--- src/rtl/mem_arbiter_if.sv ---
// Bundle of the instruction-fetch, data and RAM-side signals around the
// memory arbiter. The arbiter takes the slave view; the CPU/RAM side (or a
// bench) takes the master view.
interface mem_arbiter_if;
    // instruction requester
    logic        i_req;
    logic [31:0] i_addr;
    logic        i_done;
    logic [31:0] i_load;
    // data requester
    logic        d_ren;
    logic        d_wen;
    logic [31:0] d_addr;
    logic [31:0] d_store;
    logic        d_done;
    logic [31:0] d_load;
    // RAM port
    logic        ram_ren;
    logic        ram_wen;
    logic [31:0] ram_addr;
    logic [31:0] ram_store;
    logic [31:0] ram_load;
    logic        ram_rdy;
    // grant state visibility
    logic [1:0]  gnt_state;

    modport slave (
        input  i_req, i_addr, d_ren, d_wen, d_addr, d_store, ram_load, ram_rdy,
        output i_done, i_load, d_done, d_load,
               ram_ren, ram_wen, ram_addr, ram_store, gnt_state
    );

    modport master (
        output i_req, i_addr, d_ren, d_wen, d_addr, d_store, ram_load, ram_rdy,
        input  i_done, i_load, d_done, d_load,
               ram_ren, ram_wen, ram_addr, ram_store, gnt_state
    );
endinterface

--- src/rtl/mem_arbiter.sv ---
// Single-port RAM arbiter between instruction fetch and data access.
// Data wins by default; after STARVE_LIMIT data grants taken while fetch was
// waiting, a pending fetch is forced through. One access in flight at a time,
// each held until the RAM reports ready, followed by at least one IDLE cycle.
module mem_arbiter #(
    parameter int STARVE_LIMIT = 4   // 1..15
) (
    input  logic         clk,
    input  logic         rst,
    mem_arbiter_if.slave bus
);

    typedef enum logic [1:0] {
        IDLE = 2'b00,
        IGNT = 2'b01,
        DGNT = 2'b10
    } state_t;

    localparam logic [3:0] LIMIT = 4'(STARVE_LIMIT);

    state_t      state_reg, state_next;
    logic [3:0]  starve_cnt_reg, starve_cnt_next;
    logic [31:0] addr_reg, addr_next;
    logic [31:0] store_reg, store_next;
    logic        op_wr_reg, op_wr_next;
    logic        i_done_reg, i_done_next;
    logic        d_done_reg, d_done_next;
    logic [31:0] i_load_reg, i_load_next;
    logic [31:0] d_load_reg, d_load_next;
    logic        ram_ren_c, ram_wen_c;

    // Requests still flagged by a completion pulse this cycle are stale and ignored.
    logic dreq, ireq, starved;
    assign dreq    = (bus.d_ren | bus.d_wen) & ~d_done_reg;
    assign ireq    = bus.i_req & ~i_done_reg;
    assign starved = (starve_cnt_reg == LIMIT);

    // State and datapath registers; reset abandons any in-flight access.
    always_ff @(posedge clk or posedge rst) begin
        if (rst) begin
            state_reg      <= IDLE;
            starve_cnt_reg <= 4'd0;
            addr_reg       <= 32'd0;
            store_reg      <= 32'd0;
            op_wr_reg      <= 1'b0;
            i_done_reg     <= 1'b0;
            d_done_reg     <= 1'b0;
            i_load_reg     <= 32'd0;
            d_load_reg     <= 32'd0;
        end else begin
            state_reg      <= state_next;
            starve_cnt_reg <= starve_cnt_next;
            addr_reg       <= addr_next;
            store_reg      <= store_next;
            op_wr_reg      <= op_wr_next;
            i_done_reg     <= i_done_next;
            d_done_reg     <= d_done_next;
            i_load_reg     <= i_load_next;
            d_load_reg     <= d_load_next;
        end
    end

    // Grant decision, request latching and completion capture.
    always_comb begin
        state_next      = state_reg;
        starve_cnt_next = starve_cnt_reg;
        addr_next       = addr_reg;
        store_next      = store_reg;
        op_wr_next      = op_wr_reg;
        i_done_next     = 1'b0;
        d_done_next     = 1'b0;
        i_load_next     = i_load_reg;
        d_load_next     = d_load_reg;
        case (state_reg)
            IDLE: begin
                if (dreq && !(ireq && starved)) begin
                    state_next = DGNT;
                    addr_next  = bus.d_addr;
                    store_next = bus.d_store;
                    op_wr_next = bus.d_wen;        // write wins when both are set
                    if (bus.i_req)
                        starve_cnt_next = starved ? starve_cnt_reg : starve_cnt_reg + 4'd1;
                    else
                        starve_cnt_next = 4'd0;
                end else if (ireq) begin
                    state_next      = IGNT;
                    addr_next       = bus.i_addr;
                    starve_cnt_next = 4'd0;
                end
            end
            IGNT: begin
                if (bus.ram_rdy) begin
                    i_load_next = bus.ram_load;
                    i_done_next = 1'b1;
                    state_next  = IDLE;
                end
            end
            DGNT: begin
                if (bus.ram_rdy) begin
                    if (!op_wr_reg)
                        d_load_next = bus.ram_load;
                    d_done_next = 1'b1;
                    state_next  = IDLE;
                end
            end
            default: state_next = IDLE;
        endcase
    end

    // RAM strobes follow the grant state; never both, none while idle.
    always_comb begin
        ram_ren_c = 1'b0;
        ram_wen_c = 1'b0;
        case (state_reg)
            IGNT:    ram_ren_c = 1'b1;
            DGNT: begin
                ram_ren_c = ~op_wr_reg;
                ram_wen_c = op_wr_reg;
            end
            default: ;
        endcase
    end

    assign bus.ram_ren   = ram_ren_c;
    assign bus.ram_wen   = ram_wen_c;
    assign bus.ram_addr  = addr_reg;
    assign bus.ram_store = store_reg;
    assign bus.i_done    = i_done_reg;
    assign bus.i_load    = i_load_reg;
    assign bus.d_done    = d_done_reg;
    assign bus.d_load    = d_load_reg;
    assign bus.gnt_state = state_reg;

endmodule

--- src/flat_wrapper.sv ---
// flat-port wrapper written by rule: the top's interface ports become plain ports
module mem_arbiter_flat 
#(
    parameter int STARVE_LIMIT = 4           
)
  (clk, rst, bus_i_req, bus_i_addr, bus_d_ren, bus_d_wen, bus_d_addr, bus_d_store, bus_ram_load, bus_ram_rdy, bus_i_done, bus_i_load, bus_d_done, bus_d_load, bus_ram_ren, bus_ram_wen, bus_ram_addr, bus_ram_store, bus_gnt_state);
  mem_arbiter_if bus_i ();
  input  logic clk;
  input  logic rst;
  input wire logic [$bits(bus_i.i_req)-1:0] bus_i_req;
  input wire logic [$bits(bus_i.i_addr)-1:0] bus_i_addr;
  input wire logic [$bits(bus_i.d_ren)-1:0] bus_d_ren;
  input wire logic [$bits(bus_i.d_wen)-1:0] bus_d_wen;
  input wire logic [$bits(bus_i.d_addr)-1:0] bus_d_addr;
  input wire logic [$bits(bus_i.d_store)-1:0] bus_d_store;
  input wire logic [$bits(bus_i.ram_load)-1:0] bus_ram_load;
  input wire logic [$bits(bus_i.ram_rdy)-1:0] bus_ram_rdy;
  output wire logic [$bits(bus_i.i_done)-1:0] bus_i_done;
  output wire logic [$bits(bus_i.i_load)-1:0] bus_i_load;
  output wire logic [$bits(bus_i.d_done)-1:0] bus_d_done;
  output wire logic [$bits(bus_i.d_load)-1:0] bus_d_load;
  output wire logic [$bits(bus_i.ram_ren)-1:0] bus_ram_ren;
  output wire logic [$bits(bus_i.ram_wen)-1:0] bus_ram_wen;
  output wire logic [$bits(bus_i.ram_addr)-1:0] bus_ram_addr;
  output wire logic [$bits(bus_i.ram_store)-1:0] bus_ram_store;
  output wire logic [$bits(bus_i.gnt_state)-1:0] bus_gnt_state;
  assign bus_i.i_req = bus_i_req;
  assign bus_i.i_addr = bus_i_addr;
  assign bus_i.d_ren = bus_d_ren;
  assign bus_i.d_wen = bus_d_wen;
  assign bus_i.d_addr = bus_d_addr;
  assign bus_i.d_store = bus_d_store;
  assign bus_i.ram_load = bus_ram_load;
  assign bus_i.ram_rdy = bus_ram_rdy;
  assign bus_i_done = bus_i.i_done;
  assign bus_i_load = bus_i.i_load;
  assign bus_d_done = bus_i.d_done;
  assign bus_d_load = bus_i.d_load;
  assign bus_ram_ren = bus_i.ram_ren;
  assign bus_ram_wen = bus_i.ram_wen;
  assign bus_ram_addr = bus_i.ram_addr;
  assign bus_ram_store = bus_i.ram_store;
  assign bus_gnt_state = bus_i.gnt_state;
  mem_arbiter #(.STARVE_LIMIT(STARVE_LIMIT)) u_core (.clk(clk), .rst(rst), .bus(bus_i));
endmodule
--- config.mk ---
export PLATFORM = sky130hd
export DESIGN_NAME = mem_arbiter_flat
export DESIGN_NICKNAME = d
export VERILOG_FILES = /design/src/rtl/mem_arbiter_if.sv /design/src/rtl/mem_arbiter.sv /design/src/flat_wrapper.sv
export SDC_FILE = /design/constraint.sdc
export NUM_CORES = 1
export LEC_CHECK = 0
export ABC_AREA = 1
export BUFFER_PORTS_ARGS = -buffer_cell sky130_fd_sc_hd__buf_2
export CORE_MARGIN = 2
export CORE_UTILIZATION = 40
export CTS_CLUSTER_SIZE = 24
export DETAILED_ROUTE_END_ITERATION = 16
export PLACE_DENSITY = 0.74
export SYNTH_ARGS = -nofsm -noshare
export SYNTH_HDL_FRONTEND = slang
export SYNTH_SLANG_ARGS = --single-unit
--- constraint.sdc ---
create_clock -name clk -period 11.4 [get_ports clk]
set_input_delay 0.57 -clock clk [delete_from_list [all_inputs] [get_ports clk]]
set_output_delay 0.57 -clock clk [all_outputs]
set_load 0.01 [all_outputs]
==> flow_metrics.tcl <==
set metrics [dict create \
    grt_usage 0.198 \
    placeableCoreArea_sq_mm 0.0146 \
    cp_top_family "simple AND/OR/NAND/NOR gates" \
    count_of_nets_after_finishing 1115 \
    final-setup-viol-count 0 \
    number_of_nets_produced_by_synthesis 862 \
    commonest_cells_in_the_synthesized_netlist "sky130_fd_sc_hd__nand2_1 (214), sky130_fd_sc_hd__inv_1 (140), sky130_fd_sc_hd__dfrtp_1 (137), sky130_fd_sc_hd__o21ai_0 (95), sky130_fd_sc_hd__nand3_1 (71)" \
    synth_xor_xnor_area_share 0.00146 \
    final_core_util 0.547 \
    netlist.area_leader.share 0.573 \
    avgRoutedWirePerCell_microns 13.2 \
    timing.setup.critical_path_class "reg2reg" \
    synth_edf_count 0 \
    synth_largest_area_cell "sky130_fd_sc_hd__dfrtp_1" \
    pwr_density_cell_mw_per_mm2 277 \
    sequential_cell_area_fraction_in_the_yosys_report 0.573 \
    clock-skew-final_ns 0.00538 \
    grt_pass1_wl_mm 25.2 \
    cts_num_sinks 137 \
    worstSetupStartpointType "register" \
    drc 0 \
    rsz0062_at_grt "false" \
    yosys_register_bits 137 \
    drtAntennaViolNets 0 \
    max-cap-violations 0 \
    fin_crit_ns 3.02 \
    synth.area.mux_share 0 \
    post-cts-setup-buffers 0 \
    drt-pass1-iter-count 5 \
    synth_area_sq_mm 0.00599 \
    htree_num_levels 4 \
    gp_congestion 0.880 \
    grt_pass1_vias 5122 \
    synthFlopType "sky130_fd_sc_hd__dfrtp_1" \
    critical_path.cell_chain "inv_1, ha_1, nand2_1, nor2_1, nand2_2, nand3_2, inv_2, o21ai_0" \
    endpoint_kind "register" \
    timing.final.crit_share 0.265 \
    worstMarginPinSlew_ns 1.06 \
    die-height_microns 126 \
    clock_slew_seen_by_the_registers_of_the_worst_setup_and_hold_paths_ns 0.06 \
    outcome "finished, final reports clean" \
    placement_rows 44 \
    finalInstanceArea_sq_mm 0.00799 \
    die_width_microns 126 \
    post_route_cells_drive_above_1_share 0.314 \
    grt_antenna_before_repair 0 \
    netlist-cell-type-count 20 \
    syn_inst 723 \
    dp_hpwl_mm 11.0 \
    max-slew-margin-rel 0.293 \
    cp_slowest_stage_delay_ns 0.72 \
    finalMaxSlewViolations 0 \
    yosysWarningCount 0 \
    crit_path_max_fanout 34 \
    clock_tree.buffer_depth 2 \
    crit_arrival_ns 3.29 \
    leakage_nw 4.76 \
    synth_compound_area_frac 0.0884 \
    avgViaCountPerCell 4.58 \
    min_path_type "in2async" \
    largest_family_of_logic_cells_by_synthesized_area "simple AND/OR/NAND/NOR gates" \
    synth_top_cells_by_area "sky130_fd_sc_hd__dfrtp_1 (57%), sky130_fd_sc_hd__nand2_1 (13%), sky130_fd_sc_hd__inv_1 (8.8%)" \
    post-synth-top-count-cell "sky130_fd_sc_hd__nand2_1" \
    synth_area_per_cell_sq_um 8.28 \
    fmax_mhz 331 \
    tritoncts "yes" \
    clock_latency_ns 0.41 \
    synth-simple-area-share 0.207 \
    die_area_sq_mm 0.0160 \
    post_synth_fa_ha_maj_area_fraction 0.0104 \
    asyncSetResetFlopFracSynth 1.00 \
    initial_utilization 0.410 \
    area.growth.synth_to_final_pct 33.4 \
    grt_overflow_total 0 \
    cts_root_buffer "sky130_fd_sc_hd__clkbuf_16" \
    vias 5370 \
    final.hold.worst_slack_ns 0.239 \
    post_cts_hold_buffer_count 0 \
    design.portCount 268 \
    post-layout-total-power_mw 2.21 \
    final.setup.tns_ns 0 \
    buffer_ports.inserted 267 \
    dpl-instance-area_sq_mm 0.00740 \
    antennaDiodeCount 0 \
    critPathBufInv 2 \
    critical_path.slowest_cell "sky130_fd_sc_hd__inv_2" \
    final-hold-violation-count 0 \
    ir_worst_vdd_v 0.000133 \
    cts_buffers 17 \
    routed_wirelength_mm 15.5 \
    maximum_number_of_pins_on_one_net_before_global_route_repair 72 \
    worstPathRequired_ns 11.67 \
    detailedRoute.firstIterationViolations 285 \
    cts_resized 0 \
]
[metal layers]
metal | track usage | wire, microns | part of all wire | vias to the layer above
met4 | 0.0685 | 240 | 0.015 | 0
met1 | 0.260 | 6690 | 0.43 | 2414
met2 | 0.308 | 7150 | 0.46 | 231
met5 | 0 | 0 | 0 | -
li1 | - | - | - | 2705
met3 | 0.0700 | 1400 | 0.091 | 20
[logic make-up after synthesis]
| family | after synthesis |
|---|---|
| adder cells (fa/ha/maj) | 5 |
| AO/OA/AOI/OAI | 103 |
| buffers and inverters | 178 |
| flip-flops | 137 |
| AND/OR/NAND/NOR | 299 |
| XOR/XNOR | 1 |
[power by group]
| group | switching [mW] | internal (mW) | total, mW |
|---|---|---|---|
| Sequential | 0.125 | 0.717 | 0.841 |
| Clock | 0.213 | 0.331 | 0.544 |
| Combinational | 0.514 | 0.313 | 0.827 |
| Total | 0.851 | 1.36 | 2.21 |
[layout by cell type (no fill, tap or decap)]
master and count:
sky130_fd_sc_hd__a21oi_1 1, sky130_fd_sc_hd__a21oi_4 1, sky130_fd_sc_hd__buf_2 267, sky130_fd_sc_hd__buf_4 2, sky130_fd_sc_hd__bufinv_16 2, sky130_fd_sc_hd__clkbuf_1 2
sky130_fd_sc_hd__clkbuf_16 17, sky130_fd_sc_hd__clkbuf_8 1, sky130_fd_sc_hd__clkinv_2 1, sky130_fd_sc_hd__clkinv_4 1, sky130_fd_sc_hd__clkinvlp_4 3, sky130_fd_sc_hd__dfrtp_1 137
sky130_fd_sc_hd__ha_1 5, sky130_fd_sc_hd__inv_1 139, sky130_fd_sc_hd__inv_2 3, sky130_fd_sc_hd__inv_6 6, sky130_fd_sc_hd__nand2_1 212, sky130_fd_sc_hd__nand2_2 4
sky130_fd_sc_hd__nand3_1 71, sky130_fd_sc_hd__nand3_2 1, sky130_fd_sc_hd__nand4_1 2, sky130_fd_sc_hd__nor2_1 7, sky130_fd_sc_hd__nor2_4 2, sky130_fd_sc_hd__o21ai_0 95
sky130_fd_sc_hd__o21ai_1 5, sky130_fd_sc_hd__o21bai_1 1, sky130_fd_sc_hd__xor2_1 1
[worst register-to-register path: cells and delay by family (launching register included)]
family	cells	cell delay, ns
AO/OA/AOI/OAI	1	0.15
buffers and inverters	2	0.81
flip-flops	1	0.41
adder cells (fa/ha/maj)	1	0.19
AND/OR/NAND/NOR	4	1.30
[through the flow]
| stage | std cells | setup WS [ns] |
|---|---|---|
| 4_1_cts | 1173 | 8.40 |
| 6_report | 1173 | 8.38 |
| 3_5_place_dp | 1141 | 8.32 |
| 5_1_grt | 1173 | 8.02 |
| 2_1_floorplan | 723 | 7.16 |
| 3_3_place_gp | 1141 | 8.37 |
[path summary, 6_finish.rpt]
| check | slack (ns) | start | end | cells after the start |
|---|---|---|---|---|
| worst min register to register | 0.47 | u_core.bus.ram_store[11] | u_core.bus.ram_store[11] | 2 |
| max in group asynchronous | 9.83 | rst | u_core.bus.ram_store[31] | 3 |
| worst max register to register | 8.38 | u_core.starve_cnt_reg[0] | u_core.op_wr_reg | 8 |
| min in group clk | 0.35 | bus_d_store[0] | u_core.bus.ram_store[0] | 3 |
| worst max-delay path | 8.38 | u_core.starve_cnt_reg[0] | u_core.op_wr_reg | 8 |
| worst min-delay path | 0.24 | rst | u_core.bus.ram_addr[21] | 2 |
[layout make-up]
type	instances	area, sq um
Fill cell	1359	6600
Sequential cell	137	3430
Multi-Input combinational cell	408	1850
Timing Repair Buffer	269	1350
Inverter	143	542
Clock buffer	20	447
Tap cell	184	230
Clock inverter	12	140
No activity file was read; power rests on OpenSTA's default activity.
